[src/rtl/fw_pkg.sv]
// Shared definitions for the IPv4 rule filter: rule word layout, FSM states
// and a saturating counter helper.
package fw_pkg;

  // Rule word: {en, sel_dst, permit, mask[31:0], value[31:0]}
  localparam int RULE_W         = 67;
  localparam int RULE_EN        = 66;
  localparam int RULE_SEL_DST   = 65;
  localparam int RULE_PERMIT    = 64;
  localparam int RULE_MASK_LSB  = 32;
  localparam int RULE_VALUE_LSB = 0;

  typedef enum logic [1:0] {
    ST_RECV    = 2'd0,
    ST_DRAIN   = 2'd1,
    ST_SCAN    = 2'd2,
    ST_VERDICT = 2'd3
  } state_t;

  // Statistics counters stick at all-ones instead of wrapping.
  function automatic logic [31:0] sat_inc(input logic [31:0] v);
    return (v == 32'hFFFF_FFFF) ? v : v + 32'd1;
  endfunction

endpackage

[src/rtl/ip_rule_match.sv]
// Combinational masked compare of one rule word against the captured
// source/destination addresses.
module ip_rule_match
  import fw_pkg::*;
(
  input  logic [RULE_W-1:0] rule_i,
  input  logic [31:0]       src_ip_i,
  input  logic [31:0]       dst_ip_i,
  output logic              hit_o,
  output logic              permit_o
);

  logic [31:0] mask;
  logic [31:0] value;
  logic [31:0] key;

  assign mask     = rule_i[RULE_MASK_LSB +: 32];
  assign value    = rule_i[RULE_VALUE_LSB +: 32];
  assign key      = rule_i[RULE_SEL_DST] ? dst_ip_i : src_ip_i;
  assign hit_o    = rule_i[RULE_EN] && ((key & mask) == (value & mask));
  assign permit_o = rule_i[RULE_PERMIT];

endmodule

[src/rtl/ip_rule_filter.sv]
// Packet-header firewall stage: captures src/dst IPv4 addresses from a byte
// stream, scans the external rule RAM for the first masked match and returns
// one permit/deny verdict per packet, with saturating statistics.
module ip_rule_filter
  import fw_pkg::*;
#(
  parameter int HDR_BYTES      = 40,
  parameter int SRC_OFS        = 26,
  parameter int DST_OFS        = 30,
  parameter int RULE_DEPTH     = 256,
  parameter int ADDR_W         = (RULE_DEPTH > 1) ? $clog2(RULE_DEPTH) : 1,
  parameter int RD_LAT         = 1,
  parameter bit DEFAULT_PERMIT = 1'b1
) (
  input  logic              clk,
  input  logic              rst,
  input  logic [7:0]        s_data,
  input  logic              s_valid,
  input  logic              s_last,
  output logic              s_ready,
  output logic [ADDR_W-1:0] rule_addr,
  output logic              rule_en,
  input  logic [RULE_W-1:0] rule_data,
  output logic              v_valid,
  input  logic              v_ready,
  output logic              v_permit,
  output logic              v_hit,
  output logic [ADDR_W-1:0] v_rule,
  output logic              v_malformed,
  output logic [31:0]       permit_cnt,
  output logic [31:0]       deny_cnt
);

  localparam int CNT_W = $clog2(HDR_BYTES + 1);
  localparam int CYC_W = $clog2(RULE_DEPTH + RD_LAT + 1);

  state_t             state_q;
  logic [CNT_W-1:0]   cnt_q;
  logic [31:0]        src_ip_q;
  logic [31:0]        dst_ip_q;
  logic [CYC_W-1:0]   scan_cyc_q;

  logic               s_ready_q;
  logic [ADDR_W-1:0]  rule_addr_q;
  logic               rule_en_q;
  logic               v_valid_q;
  logic               v_permit_q;
  logic               v_hit_q;
  logic [ADDR_W-1:0]  v_rule_q;
  logic               v_malformed_q;
  logic [31:0]        permit_cnt_q;
  logic [31:0]        deny_cnt_q;

  logic               accept;
  int                 beat_cnt;
  logic               data_ok;
  int                 data_idx;
  int                 next_k;
  logic               match_hit;
  logic               match_permit;

  assign accept   = s_valid && s_ready_q;
  assign beat_cnt = int'(cnt_q) + 1;
  // rule_data seen in scan cycle c answers the read issued in cycle c-RD_LAT
  assign data_ok  = (int'(scan_cyc_q) >= RD_LAT);
  assign data_idx = int'(scan_cyc_q) - RD_LAT;
  assign next_k   = int'(scan_cyc_q) + 1;

  ip_rule_match u_match (
    .rule_i   (rule_data),
    .src_ip_i (src_ip_q),
    .dst_ip_i (dst_ip_q),
    .hit_o    (match_hit),
    .permit_o (match_permit)
  );

  // Receive/scan/verdict FSM with all outputs registered.
  // NOTE: sequential state uses non-blocking assignments so every register
  // samples pre-edge values, independent of statement order.
  always_ff @(posedge clk or posedge rst) begin
    if (rst) begin
      state_q       <= ST_RECV;
      cnt_q         <= '0;
      src_ip_q      <= '0;
      dst_ip_q      <= '0;
      scan_cyc_q    <= '0;
      s_ready_q     <= 1'b1;
      rule_addr_q   <= '0;
      rule_en_q     <= 1'b0;
      v_valid_q     <= 1'b0;
      v_permit_q    <= 1'b0;
      v_hit_q       <= 1'b0;
      v_rule_q      <= '0;
      v_malformed_q <= 1'b0;
      permit_cnt_q  <= '0;
      deny_cnt_q    <= '0;
    end else begin
      case (state_q)
        ST_RECV: begin
          if (accept) begin
            // Bytes arrive MSB first, so shifting in assembles big-endian.
            if (int'(cnt_q) >= SRC_OFS && int'(cnt_q) < SRC_OFS + 4)
              src_ip_q <= {src_ip_q[23:0], s_data};
            if (int'(cnt_q) >= DST_OFS && int'(cnt_q) < DST_OFS + 4)
              dst_ip_q <= {dst_ip_q[23:0], s_data};
            if (s_last) begin
              s_ready_q <= 1'b0;
              if (beat_cnt < HDR_BYTES) begin
                // Too short to hold both addresses: deny without scanning.
                state_q       <= ST_VERDICT;
                v_valid_q     <= 1'b1;
                v_permit_q    <= 1'b0;
                v_hit_q       <= 1'b0;
                v_rule_q      <= '0;
                v_malformed_q <= 1'b1;
              end else begin
                state_q     <= ST_SCAN;
                scan_cyc_q  <= '0;
                rule_addr_q <= '0;
                rule_en_q   <= 1'b1;
              end
            end else begin
              cnt_q <= CNT_W'(beat_cnt);
              if (beat_cnt == HDR_BYTES)
                state_q <= ST_DRAIN;
            end
          end
        end

        ST_DRAIN: begin
          if (accept && s_last) begin
            state_q     <= ST_SCAN;
            s_ready_q   <= 1'b0;
            scan_cyc_q  <= '0;
            rule_addr_q <= '0;
            rule_en_q   <= 1'b1;
          end
        end

        ST_SCAN: begin
          if (data_ok && match_hit) begin
            state_q       <= ST_VERDICT;
            rule_en_q     <= 1'b0;
            rule_addr_q   <= '0;
            v_valid_q     <= 1'b1;
            v_permit_q    <= match_permit;
            v_hit_q       <= 1'b1;
            v_rule_q      <= ADDR_W'(data_idx);
            v_malformed_q <= 1'b0;
          end else if (data_ok && data_idx == RULE_DEPTH - 1) begin
            state_q       <= ST_VERDICT;
            rule_en_q     <= 1'b0;
            rule_addr_q   <= '0;
            v_valid_q     <= 1'b1;
            v_permit_q    <= DEFAULT_PERMIT;
            v_hit_q       <= 1'b0;
            v_rule_q      <= '0;
            v_malformed_q <= 1'b0;
          end else begin
            scan_cyc_q <= CYC_W'(next_k);
            if (next_k < RULE_DEPTH) begin
              rule_addr_q <= ADDR_W'(next_k);
              rule_en_q   <= 1'b1;
            end else begin
              rule_addr_q <= '0;
              rule_en_q   <= 1'b0;
            end
          end
        end

        ST_VERDICT: begin
          if (v_ready) begin
            state_q   <= ST_RECV;
            v_valid_q <= 1'b0;
            s_ready_q <= 1'b1;
            cnt_q     <= '0;
            src_ip_q  <= '0;
            dst_ip_q  <= '0;
            if (v_permit_q) permit_cnt_q <= sat_inc(permit_cnt_q);
            else            deny_cnt_q   <= sat_inc(deny_cnt_q);
          end
        end

        default: state_q <= ST_RECV;
      endcase
    end
  end

  assign s_ready     = s_ready_q;
  assign rule_addr   = rule_addr_q;
  assign rule_en     = rule_en_q;
  assign v_valid     = v_valid_q;
  assign v_permit    = v_permit_q;
  assign v_hit       = v_hit_q;
  assign v_rule      = v_rule_q;
  assign v_malformed = v_malformed_q;
  assign permit_cnt  = permit_cnt_q;
  assign deny_cnt    = deny_cnt_q;

endmodule

[config.mk]
export PLATFORM = sky130hd
export DESIGN_NAME = ip_rule_filter
export DESIGN_NICKNAME = d
export VERILOG_FILES = /design/src/rtl/fw_pkg.sv /design/src/rtl/ip_rule_match.sv /design/src/rtl/ip_rule_filter.sv
export SDC_FILE = /design/constraint.sdc
export NUM_CORES = 1
export LEC_CHECK = 0
export CAP_MARGIN = 30
export CORE_ASPECT_RATIO = 1.5
export CORE_MARGIN = 1
export CORE_UTILIZATION = 43
export DETAILED_ROUTE_END_ITERATION = 12
export GPL_TIMING_DRIVEN = 0
export PLACE_DENSITY = 0.78
export SKIP_CTS_REPAIR_TIMING = 1
export SLEW_MARGIN = 20
export SYNTH_ARGS = -nofsm -noshare
export SYNTH_HDL_FRONTEND = slang
export SYNTH_SLANG_ARGS = --single-unit
[constraint.sdc]
create_clock -name clk -period 5.5 [get_ports clk]
set_input_delay 1.1 -clock clk [delete_from_list [all_inputs] [get_ports clk]]
set_output_delay 1.1 -clock clk [all_outputs]
set_load 0.01 [all_outputs]
After elaboration in Yosys (flattened, before gate mapping)
Cells that the tools add are included.
Operators by class
  add/sub/neg operators: 5
  $mul: 0
  div/mod/pow operators: 0
  $lt $le $gt $ge: 7
  equal/unequal tests: 21
  shift operators: 0
  mux-type cells: 72
  bitwise logic cells: 5
  reductions and logical operators: 24
Operator list (count)
  two-way mux 32 bit: 6
  one-hot mux 32 bit (2 select lines): 2
  two-way mux 8 bit: 12
  adder 32 x 1 -> 32 bit, second input constant: 2
  AND 32 bit: 2
  == test 32 bit, second input constant: 2
  two-way mux 9 bit: 6
  == test 32 bit: 1
  one-hot mux 9 bit (3 select lines): 1
  two-way mux 1 bit: 25
  one-hot mux 8 bit (3 select lines): 1
  != test 2 bit, second input constant: 11
  AND reduction 4 bit: 5
  AND reduction 5 bit: 4
  two-way mux 6 bit: 3
  one-hot mux 8 bit (2 select lines): 1
  two-way mux 2 bit: 7
  >= comparator 6 x 5 -> 1 bit, second input constant: 2
  one-hot mux 6 bit (2 select lines): 1
  adder 9 x 1 -> 10 bit, second input constant: 1
  == test 10 x 9 -> 1 bit, second input constant: 1
  < comparator 10 x 9 -> 1 bit, second input constant: 1
  subtractor 9 x 1 -> 10 bit, second input constant: 1
  >= comparator 9 x 1 -> 1 bit, second input constant: 1
  18 further kinds: 35
Storage, ports and cells
  register bits: 167
  latch bits: 0
  bits in writable memories: 0
  ROM bits: 0
  bits of input ports: 80
  memories kept: 0

Logic depth before layout (Yosys ltp)
Gate-level depths: netlist of the first run.
  word-level depth: 7
  depth in mapped cells: 10
  mapped depth without buffers: 9

Cells and area by module
Synthesis of the first run repeated with hierarchy kept, for this count alone.
Unflattened totals
  cell total of the unflattened synthesis: 907
  area total of the unflattened synthesis: 8763.4 µm²
Modules (own cells, without submodules)
  ip_rule_filter: instances 1, cells each 818, area an instance 7918.8 µm²
  ip_rule_match: instances 1, cells each 89, area an instance 844.6 µm²

Least setup slack after synthesis of the first run
No wires, ideal clock.
  kind: in2reg
  start: input port rule_data[65]
  end: register v_rule_q[0] (netlist: v_rule[0])
  arrival: 3.141 ns
  slack: 2.238 ns
  stages on the path: 9
  path buffers: 2
  cells stage by stage: buf_2 > buf_4 > mux2i_1 > mux2i_1 > a2111oi_0 > nand3_1 > nor4_4 > o21ai_2 > a22o_1
Between the ends
  longest elaborated chain between the ends: 7
  elaborated cells between the ends (all ways): 9
  classes of those cells: 2 x eq/ne; 3 x mux; 1 x bitwise; 3 x reduce/logical
Ends and longest elaborated chain
  start: declaration: RTL line ip_rule_filter.sv:23  | input logic [RULE_W-1:0] rule_data,
  two-way mux 32 bit *: RTL line ip_rule_match.sv:19  | assign key = rule_i[RULE_SEL_DST] ? dst_ip_i : src_ip_i;
  AND 32 bit *: RTL line ip_rule_match.sv:20  | assign hit_o = rule_i[RULE_EN] && ((key & mask) == (value & mask));
  == test 32 bit *: RTL line ip_rule_match.sv:20
  logical AND 1 bit *: RTL line ip_rule_match.sv:20
  logical AND 1 bit *: RTL line ip_rule_filter.sv:141  | if (data_ok && match_hit) begin
  != test 3 bit (no source line) / two-way mux 8 bit (equally long branches)
  AND reduction 5 bit (no source line) / one-hot mux 8 bit (2 select lines) (equally long branches)
  end signal: assignment: RTL line ip_rule_filter.sv:148  | v_rule_q <= ADDR_W'(data_idx);
  end: declaration: RTL line ip_rule_filter.sv:49  | logic [ADDR_W-1:0] v_rule_q;
Every way passes the cells marked *; elsewhere a longest branch is shown, timed or not.
A chain may end at the register's enable or synchronous reset.

Worst setup path after layout of the first run
  start: input port rule_data[65]
  end: register v_rule_q[3] (netlist: v_rule[3])
The elaborated chain is that of the path after synthesis.

==> results of run 1 <==
## path summary, 6_finish.rpt
kind / slack (ns) / startpoint / end
max: 1.72 / rule_data[65] / v_rule[3]
max in group asynchronous: 3.53 / rst / s_ready
min: 0.48 / src_ip_q[27] / src_ip_q[27]
min reg2reg: 0.48 / src_ip_q[27] / src_ip_q[27]
min in group asynchronous: 1.00 / rst / dst_ip_q[30]
max reg2reg: 2.09 / scan_cyc_q[0] / scan_cyc_q[3]
## metal layers
metal  wire length, µm  global-route usage, %  vias to the layer above
met5                11                      0                        -
met4               635                   10.2                        2
met3              1280                   4.59                       40
met2             12400                   42.1                      216
met1              9560                   25.1                     3663
li1                  -                      -                     3679
## critical path: stages
cell and delay (ns):
buf_2 0.19, buf_4 0.28, mux2i_1 0.28, mux2i_1 0.17
nor4_1 0.73, nand4b_1 0.26, nor4_4 0.54, nand3_1 0.34
o2bb2ai_1 0.23
## cells by family after synthesis
family          share of synthesized area [%]
fa+ha+maj                                1.66
compound gates                           10.3
simple gates                             23.8
buf+inv                                  2.90
flops                                    46.3
xor+xnor                                 8.25
mux                                      6.80
## power by group
group / total (mW) / switching, mW / internal [mW]
combinational: 1.68 / 1.02 / 0.657
sequential: 1.63 / 0.185 / 1.44
clock: 1.18 / 0.570 / 0.608
total: 4.49 / 1.78 / 2.71
## final cells by class
type	count	area, µm²	area share (%)
flip-flops and latches	167	4180	35.6
well taps	264	330	2.82
clock buffers	17	425	3.63
clock inverters	15	159	1.35
repair buffers	172	1790	15.2
multi-input cells	708	4580	39.0
diodes	2	5.00	0.0427
plain buffers	44	198	1.69
inverters	17	67.6	0.576
## stage by stage
stage               instance area (µm²)  util (%)
floorplan                          9020         -
global placement                  11000      53.6
detailed placement                11100      54.3
CTS                               11700      57.2
global route                      11700      57.2
finish                            11700      57.2
## registers in the layout, indices dropped and copies added, names as in the netlist
signal,cells
s_ready,1
scan_cyc_q,9
deny_cnt,32
v_malformed,1
rule_addr,8
permit_cnt,32
cnt_q,6
v_hit,1
v_valid,1
rule_en,1
dst_ip_q,32
v_permit,1
src_ip_q,32
state_q,2
v_rule,8
## synth_stat cells (3+ instances only)
| library cell | number | area [µm²] |
|---|---|---|
| nand4_1 | 16 | 100 |
| o2bb2ai_1 | 6 | 52.6 |
| a32o_1 | 4 | 40.0 |
| a22o_1 | 6 | 52.6 |
| o21ai_1 | 3 | 15.0 |
| and2_1 | 4 | 25.0 |
| buf_2 | 5 | 25.0 |
| o211ai_1 | 4 | 30.0 |
| a2111oi_0 | 5 | 43.8 |
| nor4_1 | 7 | 43.8 |
| nor3_1 | 24 | 120 |
| nor4_4 | 3 | 63.8 |
| nand3_1 | 51 | 255 |
| o21ai_0 | 82 | 410 |
| a22oi_1 | 6 | 45.0 |
| nand4b_1 | 4 | 35.0 |
| xnor2_1 | 59 | 517 |
| ha_1 | 12 | 150 |
| a31oi_1 | 3 | 18.8 |
| dfrtp_1 | 166 | 4150 |
| a21oi_1 | 5 | 25.0 |
| nand2_1 | 130 | 488 |
| buf_6 | 3 | 33.8 |
| a211oi_1 | 3 | 22.5 |
| nor2b_1 | 6 | 37.5 |
| inv_1 | 17 | 63.8 |
| or4_1 | 4 | 30.0 |
| and4_1 | 9 | 78.8 |
| o31ai_1 | 7 | 52.6 |
| clkbuf_1 | 35 | 131 |
| nand2b_1 | 78 | 488 |
| nor2_1 | 29 | 109 |
| mux2i_1 | 59 | 591 |
| xor2_1 | 26 | 228 |
| and3_1 | 20 | 125 |
==> qor.txt, run 1 <==
outcome -> completed
Synth Flop Type -> dfrtp_1
final hold slack -> 0.481 ns
Sink Count -> 167
first-pass GRT wire length -> 38.1 mm
critical path required time -> 5.86 ns
# DRC -> 0
commonest non-fill, non-tap cell in the layout -> dfrtp_1
Synth async-reset ratio -> 100%
number of global-route vias before repair -> 7561
PwrDens -> 382 nW/µm²
static leakage -> 5.11 nW
vias -> 7600
syn_nets -> 1028
Synth cell types -> 63
placed cell count -> 1371
WP data arrival -> 4.14 ns
Port Buffers -> 164
initial antenna violation count -> 2
yosys warns -> 0
Num CTS Buffers -> 17
critical path type -> input pin to register
final period utilization -> 68.8%
Filler cells -> 1827
DRT antenna net count -> 0
peak supply drop -> 178 µV
relative slew slack -> 32.7%
Hold Path Class -> register to register
Mapped Area -> 9020 µm²
FP Rows -> 64
Final Setup Violations -> 0
GRT overflow -> 0
Core Area -> 20500 µm²
most frequent cells in the layout -> dfrtp_1 (166), clkdlybuf4s50_1 (164), nand2_1 (130)
Post-synth EDFFs -> 0
Worst-path clk slew -> 0.07 ns
Vias/cell -> 5.41
Die Width -> 120 µm
Initial Utilization -> 44.0%
min cycle time layout -> 3.78 ns
first-pass iteration count of the detailed router -> 5
violation count after the first detailed-route iteration -> 355
WL/cell -> 17.0 µm
Total Routed Length -> 23.9 mm
Worst Skew -> 0.00943 ns
CP startpoint kind -> input pin
Max Transition Viols Final -> 0
Max FO, Critical Path -> 10
H-tree Lvls -> 4
worst hold stages -> 2
setup repair after global routing missed its margin -> no
GRT Total Usage -> 22.8%
share of layout cells above drive strength 1 -> 5.79%
Slew @ Worst Pin -> 1.01 ns
Setup Slack @ Placement -> 1.34 ns
DP HPWL -> 18.0 mm
final worst slack -> 1.72 ns
reg2reg path depth -> 10
Fin Setup TNS -> 0 ns
Yosys reg bits -> 167
die area -> 21600 µm²
Synth Area per Inst -> 9.64 µm²
Root Driver -> clkbuf_16
post-synthesis sequential area ratio -> 46.3%
Mapped Cells -> 936
endpoints failing hold -> 0
CTS tree -> yes
largest net degree at the start of global routing -> 33
MaxCap Viol Count -> 0
CP endpoint kind -> register
area grow syn2layout -> 30.0%
Clk Latency, worst-skew pair -> 0.43 ns
I/O pin cnt -> 166
NumNets Final -> 1219
Cell Count, Final, Fillers Out -> 1406
RD Place Congestion -> 0.898
Vert. Die Dim -> 179 µm
total power -> 4.49 mW
Fmax -> 264 MHz
clock buffer depth -> 2
(Power assumes the default switching activity.)
==> inputs of run 2 (changes only) <==
==> constraint.sdc (replaced) <==
create_clock -name clk -period 3.2 [get_ports clk]
set_input_delay 0.64 -clock clk [delete_from_list [all_inputs] [get_ports clk]]
set_output_delay 0.64 -clock clk [all_outputs]
set_load 0.01 [all_outputs]
==> qor.txt, run 2 (synthesis gave the netlist of run 1 again) <==
FP Rows -> 64
clock buffer depth -> 2
commonest non-fill, non-tap cell in the layout -> dfrtp_1
DP HPWL -> 18.0 mm
largest net degree at the start of global routing -> 33
initial antenna violation count -> 2
WP data arrival -> 3.36 ns
final period utilization -> 96.1%
Total Routed Length -> 24.0 mm
slowest stage cell on the critical path -> or4b_4
DRT antenna net count -> 0
NumNets Final -> 1223
PwrDens -> 657 nW/µm²
first-pass iteration count of the detailed router -> 5
first-pass GRT wire length -> 38.1 mm
Die Width -> 120 µm
Port Buffers -> 164
Worst Path Buf+Inv -> 2
endpoints failing hold -> 0
Worst Skew -> 0.0106 ns
CTS tree -> yes
Clk Latency, worst-skew pair -> 0.43 ns
static leakage -> 5.13 nW
Final Setup Violations -> 0
area grow syn2layout -> 30.7%
WL/cell -> 17.0 µm
CP max stage delay -> 0.51 ns
crit path from -> scan_cyc_q[0]
violation count after the first detailed-route iteration -> 374
I/O pin cnt -> 166
reg2reg start -> scan_cyc_q[0]
RD Place Congestion -> 0.898
Vias/cell -> 5.40
setup repair after global routing missed its margin -> no
vias -> 7620
critical path's top delay family -> compound AO/OA/AOI/OAI gates
Vert. Die Dim -> 179 µm
outcome -> completed
Critical Path Stages -> 10
critical path type -> register to register
Max Transition Viols Final -> 0
crit path cell chain -> inv_2, ha_1, or4b_4, o31ai_4, a21oi_1, and4_1, and3_1, buf_2, o311ai_0, o211ai_1
Fmax -> 325 MHz
relative slew slack -> 31.5%
number of global-route vias before repair -> 7566
# DRC -> 0
GRT Total Usage -> 22.8%
CP endpoint kind -> register
Num CTS Buffers -> 17
Core Area -> 20500 µm²
Slew @ Worst Pin -> 1.03 ns
Sink Count -> 167
critical path required time -> 3.48 ns
end of the critical path -> scan_cyc_q[3]
die area -> 21600 µm²
MaxCap Viol Count -> 0
Worst-path clk slew -> 0.07 ns
min cycle time layout -> 3.07 ns
GRT overflow -> 0
final hold slack -> 0.481 ns
Max FO, Critical Path -> 10
Root Driver -> clkbuf_16
peak supply drop -> 305 µV
share of layout cells above drive strength 1 -> 6.47%
Initial Utilization -> 44.0%
FF-to-FF setup slack -> 0.13 ns
H-tree Lvls -> 4
Layout Utilization -> 57.5%
FF-to-FF End -> scan_cyc_q[3]
reg2reg path depth -> 10
most frequent cells in the layout -> dfrtp_1 (165), clkdlybuf4s50_1 (164), nand2_1 (130)
Hold Path Class -> register to register
CP startpoint kind -> register
==> run 2: stage by stage <==
stage	setup WS (ns)	cell area (µm²)	cells	total power, mW	TNS (ns)
final	0.126	11800	1410	7.74	0
after global routing	0.0203	11800	1408	8.20	0
after CTS	-0.205	11700	1403	7.75	-2.30
after detailed placement	-0.498	11100	1371	5.71	-10.36
after global placement	-0.960	11000	1364	5.61	-167.49
after floorplan	0.398	9020	936	4.68	0
==> run 2: worst min path at each step <==
| stage | start | to | slack [ns] | depth (start not counted) |
|---|---|---|---|---|
| 6_report | src_ip_q[27] | src_ip_q[27] | 0.48 | 2 |
| 5_1_grt | permit_cnt[5] | permit_cnt[5] | 0.50 | 1 |
| 4_1_cts | v_malformed | v_malformed | 0.49 | 1 |
| 3_5_place_dp | v_malformed | v_malformed | 0.47 | 1 |
| 3_3_place_gp | src_ip_q[25] | src_ip_q[25] | 0.46 | 2 |
| 2_1_floorplan | src_ip_q[24] | src_ip_q[24] | 0.45 | 2 |
==> run 2: power breakdown <==
part	leakage, nW	internal, mW	total (mW)	switching, mW
registers	2.23	2.48	2.80	0.318
logic	2.62	1.14	2.91	1.77
clock network	0.281	1.05	2.02	0.978
total	5.13	4.67	7.74	3.07
==> run 2: metal layers <==
metal | up-vias | global-route usage (%) | wire length, µm
met4 | 2 | 9.98 | 582
met5 | - | 0 | 11
li1 | 3695 | - | -
met2 | 224 | 42.1 | 12600
met3 | 40 | 4.65 | 1410
met1 | 3659 | 25.2 | 9400
==> run 2: area by class of cell <==
type,instances,area [µm²]
Clock buffer,17,425
Clock inverter,15,159
Sequential cell,167,4180
Inverter,17,67.6
Multi-Input combinational cell,708,4610
Timing Repair Buffer,176,1820
Buffer,44,198
Tap cell,264,330
Antenna cell,2,5.00
Fill cell,1824,8710
==> run 2: tightest hold or removal path: cells and delay by family, from the launching register on <==
family             cells  cell delay [ns]
and+or+nand+nor        1             0.04
AOI/OAI and AO/OA      1             0.06
DFF                    1             0.34
